**config.mk**
```make
export PLATFORM = sky130hd
export DESIGN_NAME = z_result_buffer
export DESIGN_NICKNAME = d
export VERILOG_FILES = /design/src/rtl/z_result_buffer.sv
export SDC_FILE = /design/constraint.sdc
export NUM_CORES = 1
export LEC_CHECK = 0
export ABC_CLOCK_PERIOD_IN_PS = 5900
export CAP_MARGIN = 0
export CORE_MARGIN = 2
export CORE_UTILIZATION = 40
export DETAILED_ROUTE_END_ITERATION = 8
export SLEW_MARGIN = 20
export SYNTH_ARGS = -nofsm -noshare
export SYNTH_HDL_FRONTEND = slang
export SYNTH_SLANG_ARGS = --single-unit
```
**constraint.sdc**
```tcl
create_clock -name clock -period 5.9 [get_ports clock]
set_clock_uncertainty 0.05 [all_clocks]
set_input_delay 1.475 -clock clock [delete_from_list [all_inputs] [get_ports clock]]
set_output_delay 1.475 -clock clock [all_outputs]
set_load 0.01 [all_outputs]
```
**src/rtl/z_result_buffer.sv**
```systemverilog
// ALU result buffer: queues {wide,hi,lo} results and returns them over the shared bus as Zlow then Zhigh.
// Latency: bus_req rises the cycle after a push into an empty buffer; one word per granted cycle.
// Backpressure: in_ready drops when DEPTH entries are held; a push while full is dropped and sets sticky overflow.
module z_result_buffer #(
   parameter int DATA_W = 32,
   parameter int DEPTH  = 2
) (
   input  logic                     clock,
   input  logic                     clear,
   input  logic                     in_valid,
   output logic                     in_ready,
   input  logic [DATA_W-1:0]        in_lo,
   input  logic [DATA_W-1:0]        in_hi,
   input  logic                     in_wide,
   output logic                     bus_req,
   input  logic                     bus_grant,
   output logic [DATA_W-1:0]        bus_out,
   output logic                     bus_sel_hi,
   output logic [$clog2(DEPTH):0]   count,
   output logic                     overflow
);

   localparam int AW = $clog2(DEPTH);
   localparam int CW = AW + 1;
   localparam logic [CW-1:0] DEPTH_C = CW'(DEPTH);

   typedef enum logic [1:0] {IDLE, SEND_LO, SEND_HI} state_t;

   state_t              state;
   state_t              state_nxt;

   logic [DATA_W-1:0]   mem_lo   [DEPTH];
   logic [DATA_W-1:0]   mem_hi   [DEPTH];
   logic                mem_wide [DEPTH];

   logic [AW-1:0]       wr_ptr;
   logic [AW-1:0]       rd_ptr;
   logic [AW-1:0]       rd_ptr_nxt;

   logic                push;
   logic                pop;
   logic [CW-1:0]       remain;
   logic [CW-1:0]       count_nxt;
   logic [DATA_W-1:0]   nhead_lo;
   logic [DATA_W-1:0]   nhead_hi;

   // Full/empty come only from the registered count, so in_ready never depends on this cycle's pop.
   assign in_ready = (count < DEPTH_C);

   // Handshake decode, next occupancy, and the entry that will be at the head after this edge.
   always_comb begin
      push       = in_valid & in_ready;
      pop        = bus_grant & (((state == SEND_LO) & ~mem_wide[rd_ptr]) | (state == SEND_HI));
      remain     = count - CW'(pop);
      count_nxt  = remain + CW'(push);
      rd_ptr_nxt = rd_ptr + AW'(pop);
      // When the buffer drains to nothing this edge, the incoming entry becomes the head
      // before it is visible in the storage array, so forward it directly.
      if (push && (remain == '0)) begin
         nhead_lo = in_lo;
         nhead_hi = in_hi;
      end else begin
         nhead_lo = mem_lo[rd_ptr_nxt];
         nhead_hi = mem_hi[rd_ptr_nxt];
      end
   end

   // Next-state decision; a grant only matters while a word is being offered.
   always_comb begin
      state_nxt = state;
      case (state)
         IDLE: begin
            if (count_nxt != '0) state_nxt = SEND_LO;
         end
         SEND_LO: begin
            if (bus_grant) begin
               if (mem_wide[rd_ptr])       state_nxt = SEND_HI;
               else if (count_nxt != '0)   state_nxt = SEND_LO;
               else                        state_nxt = IDLE;
            end
         end
         SEND_HI: begin
            if (bus_grant) state_nxt = (count_nxt != '0) ? SEND_LO : IDLE;
         end
         default: state_nxt = IDLE;
      endcase
   end

   // Entry storage; contents are don't-care until written, occupancy is tracked by count.
   always_ff @(posedge clock) begin
      if (push) begin
         mem_lo[wr_ptr]   <= in_lo;
         mem_hi[wr_ptr]   <= in_hi;
         mem_wide[wr_ptr] <= in_wide;
      end
   end

   // FSM, pointers, occupancy and registered bus outputs derived from the next state and next head.
   always_ff @(posedge clock) begin
      if (!clear) begin
         state      <= IDLE;
         wr_ptr     <= '0;
         rd_ptr     <= '0;
         count      <= '0;
         overflow   <= 1'b0;
         bus_req    <= 1'b0;
         bus_out    <= '0;
         bus_sel_hi <= 1'b0;
      end else begin
         state  <= state_nxt;
         count  <= count_nxt;
         rd_ptr <= rd_ptr_nxt;
         if (push) wr_ptr <= wr_ptr + AW'(1);
         if (in_valid && !in_ready) overflow <= 1'b1;
         case (state_nxt)
            SEND_LO: begin
               bus_req    <= 1'b1;
               bus_out    <= nhead_lo;
               bus_sel_hi <= 1'b0;
            end
            SEND_HI: begin
               bus_req    <= 1'b1;
               bus_out    <= nhead_hi;
               bus_sel_hi <= 1'b1;
            end
            default: begin
               bus_req    <= 1'b0;
               bus_out    <= '0;
               bus_sel_hi <= 1'b0;
            end
         endcase
      end
   end

endmodule

```
==> run summary, run 1 <==
fmax: 0.2195 GHz
final-report setup violation count: 0
fin nets: 590
Clock Sinks: 172
Worst Reg-to-Reg Cells: 16
routed len/inst: 21.06 um
post-CTS sizing: 0
Port Buffers: 106
worst vdd ir: 0.3136 mV
Filler cells: 1360
max-cap violations: 0
EDFF count, synth: 130
layout cells sized above 1: 9.623%
DRT iter0 DRCs: 387
register bit count reported by yosys: 172
die area: 17730 sq um
first-pass GRT wire length: 24410 um
period utilisation layout: 77.21%
clock-pin slew on the worst setup and hold paths: 0.06 ns
final number of hold-violating endpoints: 0
Area contributors post-synth: edfxtp_1 (59%), dfxtp_1 (13%), a222oi_1 (4.8%), a22o_1 (4.2%), o32ai_1 (4.2%)
cts hold-fix bufs: 0
DRT antenna net count: 0
CP delay by family, top: buffers and inverters
router iterations before antenna repair: 9
via count: 4314
Least-Margin Pin Slew: 0.9795 ns
Cells after Synth: 422
worst hold start: overflow$_SDFFE_PN0P_
setup slack, reg-to-reg: 2.16 ns
detailed placement HPWL: 8810 um
largest net degree at the start of global routing: 66
Hold Crit Class: reg2reg
slew margin rel.: 34.56%
Antenna diodes: 0
clk root buf: clkbuf_16
RSZ-0062 raised after global routing: no
post-synth top area share: 58.50%
Post-synth ARST share: 0%
Critical Path AT: 4.82 ns
Critical R2R Capture: bus_out[8]$_SDFF_PN0_
Pleak: 2.879 nW
Worst EP required: 6.16 ns
IO Count: 107
initial antenna violation count: 0
Mean Syn Cell Area: 15.81 sq um
CTS Buf Count: 17
grt total ovfl: 0
max-slew violations: 0
warning count from the yosys run: 0
area delta synth->final: 27.55%
worst hold slack: 0.4377 ns
CTS tree: built
synthesized cell area: 6673 sq um
Cell Chain, Critical Path: clkdlybuf4s50_1 > nor2b_1 > ha_1 > inv_1 > ha_1 > xnor3_1 > nand2b_1 > a21oi_1 > inv_1 > ha_4 > buf_4 > a22o_1 > nor3_1 > o32ai_1
Site Rows: 47
CP Launch Type: primary input
status: complete, no violations
starting density of the core: 40.52%
Hold Path Depth: 2
GPL Wtd Cong: 0.7218
Die Ht: 133.2 um
CTS Buffer Depth: 2
All-Layer GR Usage: 18.09%
hold path endpoint: overflow$_SDFFE_PN0P_
worst-skew pair later-pin latency: 0.42 ns
Post-Syn Nets: 495
WP buf/inv: 4
Crit. End Element: flop
main flop type after synthesis: edfxtp_1
crit-path max cell delay: 0.62 ns
worst-path fanout max: 50
CORE AREA: 16470 sq um
post-CTS setup buffer count: 0
drt total wl: 15800 um
Power per Cell Area: 478.0 nW/um^2
cell taking the most area after synthesis: edfxtp_1
via density per instance: 5.752
H-tree depth: 4
min Tclk post-route: 4.555 ns
CP max stage cell: clkdlybuf4s50_1
synth unique cells: 36
Post-route DRC: 0
vias in the first global route: 4343
register area share after synthesis: 71.10%
setup TNS: 0 ns
Die Span X: 133.2 um
WS Path Type: in2reg
-- worst register-to-register path: stages, from the launching register on --
cell	delay, ns
dfxtp_1	0.36
mux2_4	0.35
nor3_1	0.14
a21oi_1	0.06
nor2b_1	0.12
ha_1	0.23
inv_1	0.08
ha_1	0.15
xnor3_1	0.22
nand2b_1	0.08
a21oi_1	0.14
inv_1	0.13
ha_4	0.51
buf_4	0.44
a22o_1	0.21
nor3_1	0.06
o32ai_1	0.29
-- layer usage --
layer | routed length, um | vias up | part of all wire (%) | global-route usage [%]
met5 | 0 | - | 0 | 0
met4 | 200 | 0 | 1.3 | 5.496
met3 | 1059 | 15 | 6.7 | 4.604
met2 | 7813 | 174 | 49 | 30.51
met1 | 6724 | 2148 | 43 | 23.17
li1 | - | 1977 | - | -
-- power breakdown --
| group | total, W | internal [W] | switching, W | leakage [nW] |
|---|---|---|---|---|
| combinational | 0.00134 | 0.000561 | 0.000779 | 1.03 |
| sequential | 0.00159 | 0.00153 | 0.0000644 | 1.56 |
| clock | 0.00114 | 0.000687 | 0.000449 | 0.291 |
| total | 0.00407 | 0.00278 | 0.00129 | 2.88 |
-- placed cells by master (no fill, tap or decap), types with 2 or more instances in the layout --
cell             count
edfxtp_1           130
clkdlybuf4s50_1    106
dfxtp_1             42
nor3_1              34
a222oi_1            32
a22o_1              32
a22oi_1             32
o32ai_1             32
clkbuf_16           17
buf_4               10
nor2b_1              7
inv_1                7
a21oi_1              3
nand2b_1             3
bufinv_16            3
clkinv_2             3
a21boi_0             2
and2_1               2
ha_1                 2
ha_4                 2
clkbuf_1             2
clkbuf_8             2
clkinvlp_4           2
-- cells in the mapped netlist, types with 2 or more instances --
cell and n:
buf_2 11, nor3_1 34, inv_1 7, nand2b_1 4, and2_1 3, a21boi_0 2
ha_1 4, nor2b_1 8, buf_6 9, a21oi_1 3, dfxtp_1 42, buf_1 2
edfxtp_1 130, o32ai_1 32, a222oi_1 32, clkbuf_1 17, a22o_1 32, a22oi_1 32
-- sequential cells by signal (all words and copies together), names as in the netlist, named ones only --
name,flops
count,2
mem_hi,64
state,2
rd_ptr,1
bus_req,1
bus_out,32
mem_wide,2
wr_ptr,1
overflow,1
mem_lo,64
bus_sel_hi,1
-- final cells by class --
| class | count | area (sq um) | share of cell area (%) |
|---|---|---|---|
| Sequential cell | 172 | 4745 | 55.75 |
| Inverter | 7 | 26.28 | 0.3087 |
| Clock inverter | 11 | 141.4 | 1.661 |
| Timing Repair Buffer | 117 | 1164 | 13.67 |
| Multi-Input combinational cell | 202 | 1699 | 19.96 |
| Tap cell | 220 | 275.3 | 3.234 |
| Clock buffer | 21 | 460.4 | 5.410 |
-- worst max path at each step --
stage / start / endpoint / slack, ns / cells after the start
final: bus_grant / bus_out[8]$_SDFF_PN0_ / 1.34 / 14
after global routing: bus_grant / bus_out[8]$_SDFF_PN0_ / 1.15 / 13
after CTS: bus_grant / bus_out[22]$_SDFF_PN0_ / 1.37 / 13
after detailed placement: bus_grant / bus_out[22]$_SDFF_PN0_ / 0.94 / 13
after global placement: bus_grant / bus_out[19]$_SDFF_PN0_ / 1.06 / 13
after floorplan: in_valid / mem_hi[0][0]$_DFFE_PP_ / 0.69 / 2
-- stage by stage --
| step | total power, W | cell area [sq um] | worst slack (ns) | instances | utilization (%) |
|---|---|---|---|---|---|
| after CTS | 0.004085 | 8483 | 1.366 | 749 | 51.52 |
| after floorplan | 0.002529 | 6673 | 0.6926 | 422 | - |
| final | 0.004068 | 8511 | 1.345 | 750 | 51.69 |
| after global placement | 0.002893 | 7881 | 1.064 | 717 | 47.86 |
| after global routing | 0.004279 | 8511 | 1.148 | 750 | 51.69 |
| after detailed placement | 0.002947 | 7881 | 0.9351 | 717 | 47.86 |
-- cells by family after synthesis --
family	count (synthesis)	synth area share [%]
DFF	172	71.10
AOI/OAI and AO/OA	140	18.47
and+or+nand+nor	55	4.969
buffers and inverters	48	3.994
adders and majority gates	4	0.7501
muxes	2	0.3750
xor gates and xnor gates	1	0.3375
(Power assumes the default switching activity.)
==> run 2, diff against run 1 <==
--- a/config.mk
+++ b/config.mk
@@ -5,7 +5,7 @@
 export SDC_FILE = /design/constraint.sdc
 export NUM_CORES = 1
 export LEC_CHECK = 0
-export ABC_CLOCK_PERIOD_IN_PS = 5900
+export ABC_CLOCK_PERIOD_IN_PS = 4400
 export CAP_MARGIN = 0
 export CORE_MARGIN = 2
 export CORE_UTILIZATION = 40
==> constraint.sdc (replaced) <==
create_clock -name clock -period 4.4 [get_ports clock]
set_clock_uncertainty 0.05 [all_clocks]
set_input_delay 1.1 -clock clock [delete_from_list [all_inputs] [get_ports clock]]
set_output_delay 1.1 -clock clock [all_outputs]
set_load 0.01 [all_outputs]
==> run 2 against run 1 <==
Compared with the run above: clock power up 25%; combinational power up 40%; clock-buffer cell count unchanged; non-clock buffer count up 11; critical path depth unchanged; global-route usage up 0.14 points; sequential power up 35%; final area up 0.69%; setup slack worse by 0.71 ns; total power up 33%; final cell count up 1.5%; die area unchanged; largest cell class unchanged; largest power group unchanged.
==> run summary, run 2 (synthesis results as in run 1) <==
routed len/inst: 20.66 um
final std cells w/o fill: 761
Site Rows: 47
Critical Path AT: 4.02 ns
DRT antenna net count: 0
period utilisation layout: 85.59%
grt total ovfl: 0
WS Path Type: in2reg
clock-pin slew on the worst setup and hold paths: 0.06 ns
Power per Cell Area: 632.3 nW/um^2
CTS Buf Count: 17
detailed placement HPWL: 9415 um
largest net degree at the start of global routing: 66
CP max stage cell: clkdlybuf4s50_1
layout cells sized above 1: 11.46%
via density per instance: 5.752
CTS tree: built
starting density of the core: 40.52%
Hold Crit Class: reg2reg
area delta synth->final: 28.43%
Antenna diodes: 0
worst-path fanout max: 42
status: complete, no violations
worst vdd ir: 0.3198 mV
final number of hold-violating endpoints: 0
Clock Sinks: 172
RSZ-0062 raised after global routing: no
DRT iter0 DRCs: 600
die area: 17730 sq um
commonest non-fill, non-tap cells in the layout: edfxtp_1 (130), clkdlybuf4s50_1 (106), dfxtp_1 (42), nor3_1 (34)
Cell Chain, Critical Path: clkdlybuf4s50_1 > nor2b_1 > ha_1 > inv_1 > ha_1 > xnor3_1 > nand2b_1 > a21oi_1 > inv_1 > ha_4 > buf_12 > a22o_1 > nor3_1 > o32ai_1
post-CTS setup buffer count: 0
max-slew violations: 0
CTS Buffer Depth: 2
commonest non-fill, non-tap cell in the layout: edfxtp_1
Crit. End Element: flop
All-Layer GR Usage: 18.23%
setup TNS: 0 ns
first-pass GRT wire length: 24600 um
Post-route DRC: 0
clk root buf: clkbuf_16
router iterations before antenna repair: 7
final-report setup violation count: 0
Die Span X: 133.2 um
Worst EP required: 4.66 ns
CORE AREA: 16470 sq um
Core Util, Final: 52.04%
Post-DP Area: 8009 sq um
worst-skew pair later-pin latency: 0.42 ns
initial antenna violation count: 0
slew margin rel.: 38.36%
Die Ht: 133.2 um
fin nets: 601
IO Count: 107
FF+latch area: 4745 sq um
design area: 8569 sq um
largest registers: mem_hi x64, mem_lo x64, bus_out x32
drt total wl: 15720 um
vias in the first global route: 4511
post-CTS sizing: 0
Pleak: 2.925 nW
GPL Wtd Cong: 0.7447
H-tree depth: 4
multi-input logic area: 1699 sq um
min Tclk post-route: 3.766 ns
crit-path max cell delay: 0.48 ns
Placed Instances: 729
CP Launch Type: primary input
max-cap violations: 0
Least-Margin Pin Slew: 0.9245 ns
cts hold-fix bufs: 0
Filler cells: 1385
Port Buffers: 106
fmax: 0.2655 GHz
via count: 4377
run 2: through the flow:
| step | setup WS (ns) | total power (W) | hold WS (ns) |
|---|---|---|---|
| after floorplan | 0.8172 | 0.003387 | 0.4745 |
| after global placement | 0.2513 | 0.003987 | 0.4264 |
| after detailed placement | 0.2144 | 0.004039 | 0.4416 |
| after CTS | 0.6294 | 0.005455 | 0.4601 |
| after global routing | 0.4347 | 0.005709 | 0.4827 |
| final | 0.6340 | 0.005419 | 0.4450 |
run 2: per-layer routing:
layer / track usage, % / part of all wire, % / wire (um) / vias to the layer above
li1: - / - / - / 2005
met1: 23.09 / 41 / 6509 / 2193
met2: 30.74 / 51 / 8009 / 163
met3: 4.566 / 6.3 / 991 / 16
met4: 6.206 / 1.4 / 213 / 0
met5: 0 / 0 / 0 / -
run 2: final timing paths:
check | start | end | slack (ns) | cells past startpoint
setup / recovery | bus_grant | bus_out[12]$_SDFF_PN0_ | 0.63 | 14
hold / removal | overflow$_SDFFE_PN0P_ | overflow$_SDFFE_PN0P_ | 0.45 | 2
setup reg to reg | flop | bus_out[12]$_SDFF_PN0_ | 0.90 | 16
hold reg to reg | overflow$_SDFFE_PN0P_ | overflow$_SDFFE_PN0P_ | 0.45 | 2
run 2: layout make-up:
class	instances	area share [%]
multi-input combinational	202	19.83
clock inverter	11	1.051
timing repair buffer	128	14.75
sequential	172	55.37
clock buffer	21	5.490
tap	220	3.212
inverter	7	0.3066
run 2: worst max-delay path, delay by kind of cell:
family | cells | cell delay, ns
AND/OR/NAND/NOR | 3 | 0.26
buffers and inverters | 4 | 0.96
adder cells (fa/ha/maj) | 3 | 0.82
XOR/XNOR | 1 | 0.24
AO/OA/AOI/OAI | 3 | 0.61
run 2: report_power, final:
group	switching (W)	internal (W)	total [W]
registers	0.0000869	0.00205	0.00214
logic	0.00105	0.000820	0.00187
clock network	0.000596	0.000819	0.00142
==> run 3, diff against run 2 <==
--- a/config.mk
+++ b/config.mk
@@ -10,6 +10,7 @@
 export CORE_MARGIN = 2
 export CORE_UTILIZATION = 40
 export DETAILED_ROUTE_END_ITERATION = 8
+export HOLD_SLACK_MARGIN = 0.15
 export SLEW_MARGIN = 20
 export SYNTH_ARGS = -nofsm -noshare
 export SYNTH_HDL_FRONTEND = slang
==> results of run 3 <==
Same layout as run 2: the final DEF is identical, and so are final timing and power.
